`src/rtl/apu_cfg_pkg.sv`:
```
// Shared types and field constants for the APU configuration sequencer.
package apu_cfg_pkg;

  // Command assembly state: waiting for a low nibble, or holding one.
  typedef enum logic {
    IDLE    = 1'b0,
    HAVE_LO = 1'b1
  } state_t;

  localparam int NUM_REGS = 8;
  localparam int REG_AW   = 3;

  // Field layout of a received command byte.
  localparam int IDX_MSB  = 7;
  localparam int IDX_LSB  = 5;
  localparam int NSEL_BIT = 4;

  // Register sub-address (low two index bits) that starts a channel.
  localparam logic [1:0] TRIG_SUBADDR = 2'b11;

endpackage

```
`src/rtl/cfg_timeout_timer.sv`:
```
// Loadable down-counter that flags when the low/high nibble window has run out.
module cfg_timeout_timer #(
  parameter int TIMEOUT_CYCLES = 40000
) (
  input  logic clk,
  input  logic rst_n,
  input  logic load,
  input  logic enable,
  output logic expired
);

  localparam int CNT_W = $clog2(TIMEOUT_CYCLES);
  localparam logic [CNT_W-1:0] RELOAD = CNT_W'(TIMEOUT_CYCLES - 1);

  logic [CNT_W-1:0] count_reg;

  // Load wins over counting; the count parks at zero once it gets there.
  always_ff @(posedge clk or negedge rst_n) begin
    if (!rst_n) begin
      count_reg <= '0;
    end else if (load) begin
      count_reg <= RELOAD;
    end else if (enable && (count_reg != '0)) begin
      count_reg <= count_reg - 1'b1;
    end
  end

  assign expired = (count_reg == '0);

endmodule

```
`src/rtl/apu_cfg_sequencer.sv`:
```
// Assembles nibble-pair UART bytes into APU register writes, shadows the
// register file, pulses channel triggers and counts rejected sequences.
module apu_cfg_sequencer
  import apu_cfg_pkg::*;
#(
  parameter int TIMEOUT_CYCLES = 40000,
  parameter int ERR_W          = 8
) (
  input  logic                    clk,
  input  logic                    rst_n,
  input  logic                    rx_valid,
  input  logic [7:0]              rx_data,
  output logic                    reg_we,
  output logic [REG_AW-1:0]       reg_addr,
  output logic [7:0]              reg_wdata,
  output logic [8*NUM_REGS-1:0]   regs,
  output logic [1:0]              trigger,
  output logic                    busy,
  output logic [ERR_W-1:0]        err_count
);

  state_t state_reg, state_next;

  logic [REG_AW-1:0] lo_idx_reg;
  logic [3:0]        lo_nib_reg;
  logic              reg_we_reg;
  logic [REG_AW-1:0] reg_addr_reg;
  logic [7:0]        reg_wdata_reg;
  logic [1:0]        trigger_reg;
  logic [ERR_W-1:0]  err_count_reg;

  logic              do_write;
  logic              err_inc;
  logic              latch_lo;
  logic              timer_expired;

  logic [REG_AW-1:0] rx_idx;
  logic              rx_is_hi;
  logic [3:0]        rx_nib;
  logic [7:0]        wdata_next;

  assign rx_idx     = rx_data[IDX_MSB:IDX_LSB];
  assign rx_is_hi   = rx_data[NSEL_BIT];
  assign rx_nib     = rx_data[NSEL_BIT-1:0];
  assign wdata_next = {rx_nib, lo_nib_reg};

  cfg_timeout_timer #(
    .TIMEOUT_CYCLES(TIMEOUT_CYCLES)
  ) u_timer (
    .clk    (clk),
    .rst_n  (rst_n),
    .load   (latch_lo),
    .enable (busy),
    .expired(timer_expired)
  );

  // State register.
  always_ff @(posedge clk or negedge rst_n) begin
    if (!rst_n) begin
      state_reg <= IDLE;
    end else begin
      state_reg <= state_next;
    end
  end

  // Next state and per-byte decisions; a byte always takes priority over expiry.
  always_comb begin
    state_next = state_reg;
    do_write   = 1'b0;
    err_inc    = 1'b0;
    latch_lo   = 1'b0;
    case (state_reg)
      IDLE: begin
        if (rx_valid) begin
          if (rx_is_hi) begin
            err_inc = 1'b1;
          end else begin
            latch_lo   = 1'b1;
            state_next = HAVE_LO;
          end
        end
      end
      HAVE_LO: begin
        if (rx_valid) begin
          if (!rx_is_hi) begin
            err_inc  = 1'b1;
            latch_lo = 1'b1;
          end else if (rx_idx == lo_idx_reg) begin
            do_write   = 1'b1;
            state_next = IDLE;
          end else begin
            err_inc    = 1'b1;
            state_next = IDLE;
          end
        end else if (timer_expired) begin
          err_inc    = 1'b1;
          state_next = IDLE;
        end
      end
      default: state_next = IDLE;
    endcase
  end

  // Capture the pending register index and low nibble.
  always_ff @(posedge clk or negedge rst_n) begin
    if (!rst_n) begin
      lo_idx_reg <= '0;
      lo_nib_reg <= '0;
    end else if (latch_lo) begin
      lo_idx_reg <= rx_idx;
      lo_nib_reg <= rx_nib;
    end
  end

  // Write port and trigger pulses, registered one cycle after acceptance.
  always_ff @(posedge clk or negedge rst_n) begin
    if (!rst_n) begin
      reg_we_reg    <= 1'b0;
      reg_addr_reg  <= '0;
      reg_wdata_reg <= '0;
      trigger_reg   <= '0;
    end else begin
      reg_we_reg  <= do_write;
      trigger_reg <= '0;
      if (do_write) begin
        reg_addr_reg  <= lo_idx_reg;
        reg_wdata_reg <= wdata_next;
        if (lo_idx_reg[1:0] == TRIG_SUBADDR) begin
          trigger_reg[lo_idx_reg[2]] <= 1'b1;
        end
      end
    end
  end

  // Saturating count of rejected sequences.
  always_ff @(posedge clk or negedge rst_n) begin
    if (!rst_n) begin
      err_count_reg <= '0;
    end else if (err_inc && (err_count_reg != {ERR_W{1'b1}})) begin
      err_count_reg <= err_count_reg + 1'b1;
    end
  end

  // One shadow byte per APU register, packed onto the flat regs bus.
  for (genvar gi = 0; gi < NUM_REGS; gi++) begin : g_shadow
    logic [7:0] data_reg;

    // Update this byte when the accepted write targets it.
    always_ff @(posedge clk or negedge rst_n) begin
      if (!rst_n) begin
        data_reg <= '0;
      end else if (do_write && (lo_idx_reg == REG_AW'(gi))) begin
        data_reg <= wdata_next;
      end
    end

    assign regs[8*gi +: 8] = data_reg;
  end

  assign reg_we    = reg_we_reg;
  assign reg_addr  = reg_addr_reg;
  assign reg_wdata = reg_wdata_reg;
  assign trigger   = trigger_reg;
  assign busy      = (state_reg == HAVE_LO);
  assign err_count = err_count_reg;

endmodule

```
`config.mk`:
```
export PLATFORM = sky130hd
export DESIGN_NAME = apu_cfg_sequencer
export DESIGN_NICKNAME = d
export VERILOG_FILES = /design/src/rtl/apu_cfg_pkg.sv /design/src/rtl/cfg_timeout_timer.sv /design/src/rtl/apu_cfg_sequencer.sv
export SDC_FILE = /design/constraint.sdc
export NUM_CORES = 1
export LEC_CHECK = 0
export BUFFER_PORTS_ARGS = -buffer_cell sky130_fd_sc_hd__buf_4
export CORE_MARGIN = 2
export CORE_UTILIZATION = 30
export CTS_CLUSTER_DIAMETER = 120
export DETAILED_ROUTE_END_ITERATION = 7
export REMOVE_ABC_BUFFERS = 1
export SLEW_MARGIN = 10
export SYNTH_ARGS = -nofsm -noshare
export SYNTH_HDL_FRONTEND = slang
export SYNTH_HIERARCHICAL = 1
export SYNTH_SLANG_ARGS = --single-unit
```
`constraint.sdc`:
```
create_clock -name clk -period 2.75 [get_ports clk]
set_input_delay 0.55 -clock clk [delete_from_list [all_inputs] [get_ports clk]]
set_output_delay 0.55 -clock clk [all_outputs]
set_load 0.01 [all_outputs]
```
==> impl_metrics.json <==
{
  "total_instance_count_after_detailed_placement": 636,
  "initial_antenna_violation_count": 0,
  "yosys.area.top_type_share": 0.585,
  "rows": 45,
  "grt.met2_usage": 0.215,
  "globalplace.congestion": 0.760,
  "timing_worst_slew_pin_value_ps": 707,
  "drc_errors": 0,
  "wire_length_of_the_first_global_routing_pass_mm": 17.9,
  "p_per_area_nw_per_um2": 714,
  "drtIter0Drc": 140,
  "port-buffer-count": 97,
  "fin_worst_hold_slack_ps": 247,
  "length_of_the_first_detailed_routing_pass_in_iterations": 4,
  "via_per_inst": 4.75,
  "synthesis.instances": 337,
  "gr_layer_usage_met3": 0.0619,
  "cts-hold-fix-buffers": 0,
  "cts_root_buf": "sky130_fd_sc_hd__clkbuf_16",
  "mostFrequentLayoutCells": "sky130_fd_sc_hd__dfrtp_1 (110), sky130_fd_sc_hd__buf_4 (107), sky130_fd_sc_hd__mux2_2 (84)",
  "worst_setup_slack_after_placement_ps": 401,
  "count_of_flip_flops_with_a_built_in_enable_after_synthesis": 0,
  "grt-busiest-layer": "met2",
  "final_critical_path_setup_slack_ps": 416,
  "grt_start_max_net_pins": 56,
  "worstSetupPathType": "reg2reg",
  "route.antenna.remaining_nets": 0,
  "cp-end-kind": "flop",
  "synth_area_um2": 4700,
  "placement.cell_area_um2": 5670,
  "syn_to_final_growth_pct": 26.8,
  "power.static_leakage_nw": 2.91,
  "htree_levels": 3,
  "numCtsBuffers": 9,
  "hold_path_class": "in2async",
  "timing_max_transition_violations_final": 0,
  "max_ir_drop_vdd_mv": 0.495,
  "dp_hpwl_mm": 7.77,
  "post_cts.resized_instances": 0,
  "final_hold_viol_count": 0,
  "yosysUniqueCellTypes": 51,
  "leading_cell_type_in_the_layout_fill_and_taps_excluded": "sky130_fd_sc_hd__dfrtp_1",
  "fin_crit_period_ps": 2330,
  "synth.yosys.seq_area_share": 0.585,
  "slowest_stage": "sky130_fd_sc_hd__dfrtp_1",
  "slew-limit-headroom": 0.528,
  "finalPower_mw": 4.25,
  "ys_top_cells_by_area": "sky130_fd_sc_hd__dfrtp_1 (59%), sky130_fd_sc_hd__mux2_2 (20%), sky130_fd_sc_hd__xor2_1 (1.7%), sky130_fd_sc_hd__buf_6 (1.2%), sky130_fd_sc_hd__o31ai_1 (1.1%)",
  "asyncSetResetFlopFracSynth": 1.00,
  "cp_cell_sequence": "nor4_2 -> and4_4 -> and2_1 -> nand2_1 -> a2111oi_0 -> mux2_2",
  "die_width_um": 129,
  "maxCapViolCount": 0,
  "grt_use_total": 0.140,
  "post-synth-top-area-cell": "sky130_fd_sc_hd__dfrtp_1",
  "clock_transition_at_the_registers_of_the_reported_paths_ps": 80,
  "vias": 3096,
  "arrival_ps": 2570,
  "finalSetupViolations": 0,
  "fin_nets": 449,
  "insertedDiodeCount": 0,
  "layout.filler_cells": 1482,
  "cts.sink_count": 110,
  "largest_reg_flops": 64,
  "drt_wl_total_mm": 11.0,
  "timing.final.crit_share": 0.849,
  "critical_path_data_required_time_ps": 2990,
  "status": "finished clean",
  "critPathMaxFanout": 14,
  "postSynthAreaPerCell_um2": 14.0,
  "post_cts_repair_setup_buffers": 0,
  "die_y_um": 129,
  "yosys_warnings": 6,
  "gr-total-overflow": 0,
  "utilization": 0.391,
  "initial_core_util": 0.308,
  "ios": 98,
  "clock_latency_ps": 360,
  "ff_latch_count_synth": 110,
  "clock_skew_ps": 12.0,
  "grt.met1_usage": 0.183,
  "first_global_vias": 3292,
  "cts-root-to-sink-buffers": 2,
  "cts_tree": "yes",
  "maxClockFrequency_mhz": 428,
  "setup_total_negative_slack_ps": 0,
  "ratio_of_cells_with_drive_above_1_in_the_final_layout": 0.499,
  "rsz0062_at_grt": "no",
  "area_of_all_placed_cells_without_fillers_um2": 5960,
  "finish.cell_count_without_fillers": 652,
  "cp-start-kind": "flop",
  "design.core.area_um2": 15300,
  "synth-main-ff-cell": "sky130_fd_sc_hd__dfrtp_1",
  "longest_individual_stage_delay_on_the_worst_path_ps": 420,
  "routed_wire_length_per_instance_um": 16.9,
  "floorplan_die_area_um2": 16700
}
## routing by layer
metal  vias up  part of all wire
met5         -                 0
met4         0            0.0086
met3         7             0.083
met2        95              0.47
met1      1567              0.44
li1       1427                 -
## area by class of cell
cell class	instances	area, µm²	share of cell area
multi-input cells	203	1820	0.305
well taps	211	264	0.0443
clock inverters	6	52.6	0.00881
flip-flops and latches	110	2750	0.462
clock buffers	10	239	0.0401
repair buffers	108	823	0.138
inverters	4	15.0	0.00252
## cells in the mapped netlist (all sizes together) (2+ instances only)
master and count:
dfrtp 110, mux2 85, buf 18, nand3 11, nor2 10, xor2 9, a21oi 7, nor4 7
o31ai 7, nand2 6, or3 6, or4 6, nor3 5, inv 4, nand2b 4, o21ai 4
a211o 3, and4 3, nand4 3, nor2b 3, a211oi 2, a311oi 2, ha 2, nand3b 2
nor3b 2
## critical path: cells and delay by family, from the launching register on
kind	cells	cell delay, ps
and+or+nand+nor	4	1010
DFF	1	420
AOI/OAI and AO/OA	1	400
muxes	1	380
## cell families (layout without fill, tap and decap cells)
logic type / Yosys count / after routing / share of synthesized area
AO/OA/AOI/OAI: 30 / 30 / 0.0450
multiplexers: 86 / 86 / 0.206
flip-flops: 110 / 110 / 0.585
AND/OR/NAND/NOR: 76 / 76 / 0.112
adder cells (fa/ha/maj): 2 / 2 / 0.00532
XOR/XNOR: 9 / 9 / 0.0168
buffers and inverters: 24 / 128 / 0.0303
## power breakdown
part	switching (mW)	total [mW]	internal [mW]
Clock	0.629	1.29	0.658
Combinational	0.416	0.901	0.485
Sequential	0.214	2.07	1.85
## path summary, 6_finish.rpt
path,startpoint,endpoint,slack (ps),depth (start not counted)
min reg2reg,g_shadow[5].data_reg[5],g_shadow[5].data_reg[5],510,1
max,u_timer/count_reg[9],err_count[6],420,6
max in group asynchronous,rst_n,g_shadow[7].data_reg[6],1790,2
max reg2reg,u_timer/count_reg[9],err_count[6],420,6
min,rst_n,g_shadow[1].data_reg[3],250,1
min in group clk,rx_valid,busy,420,2
Note: power is estimated with default switching activity, not from simulation.
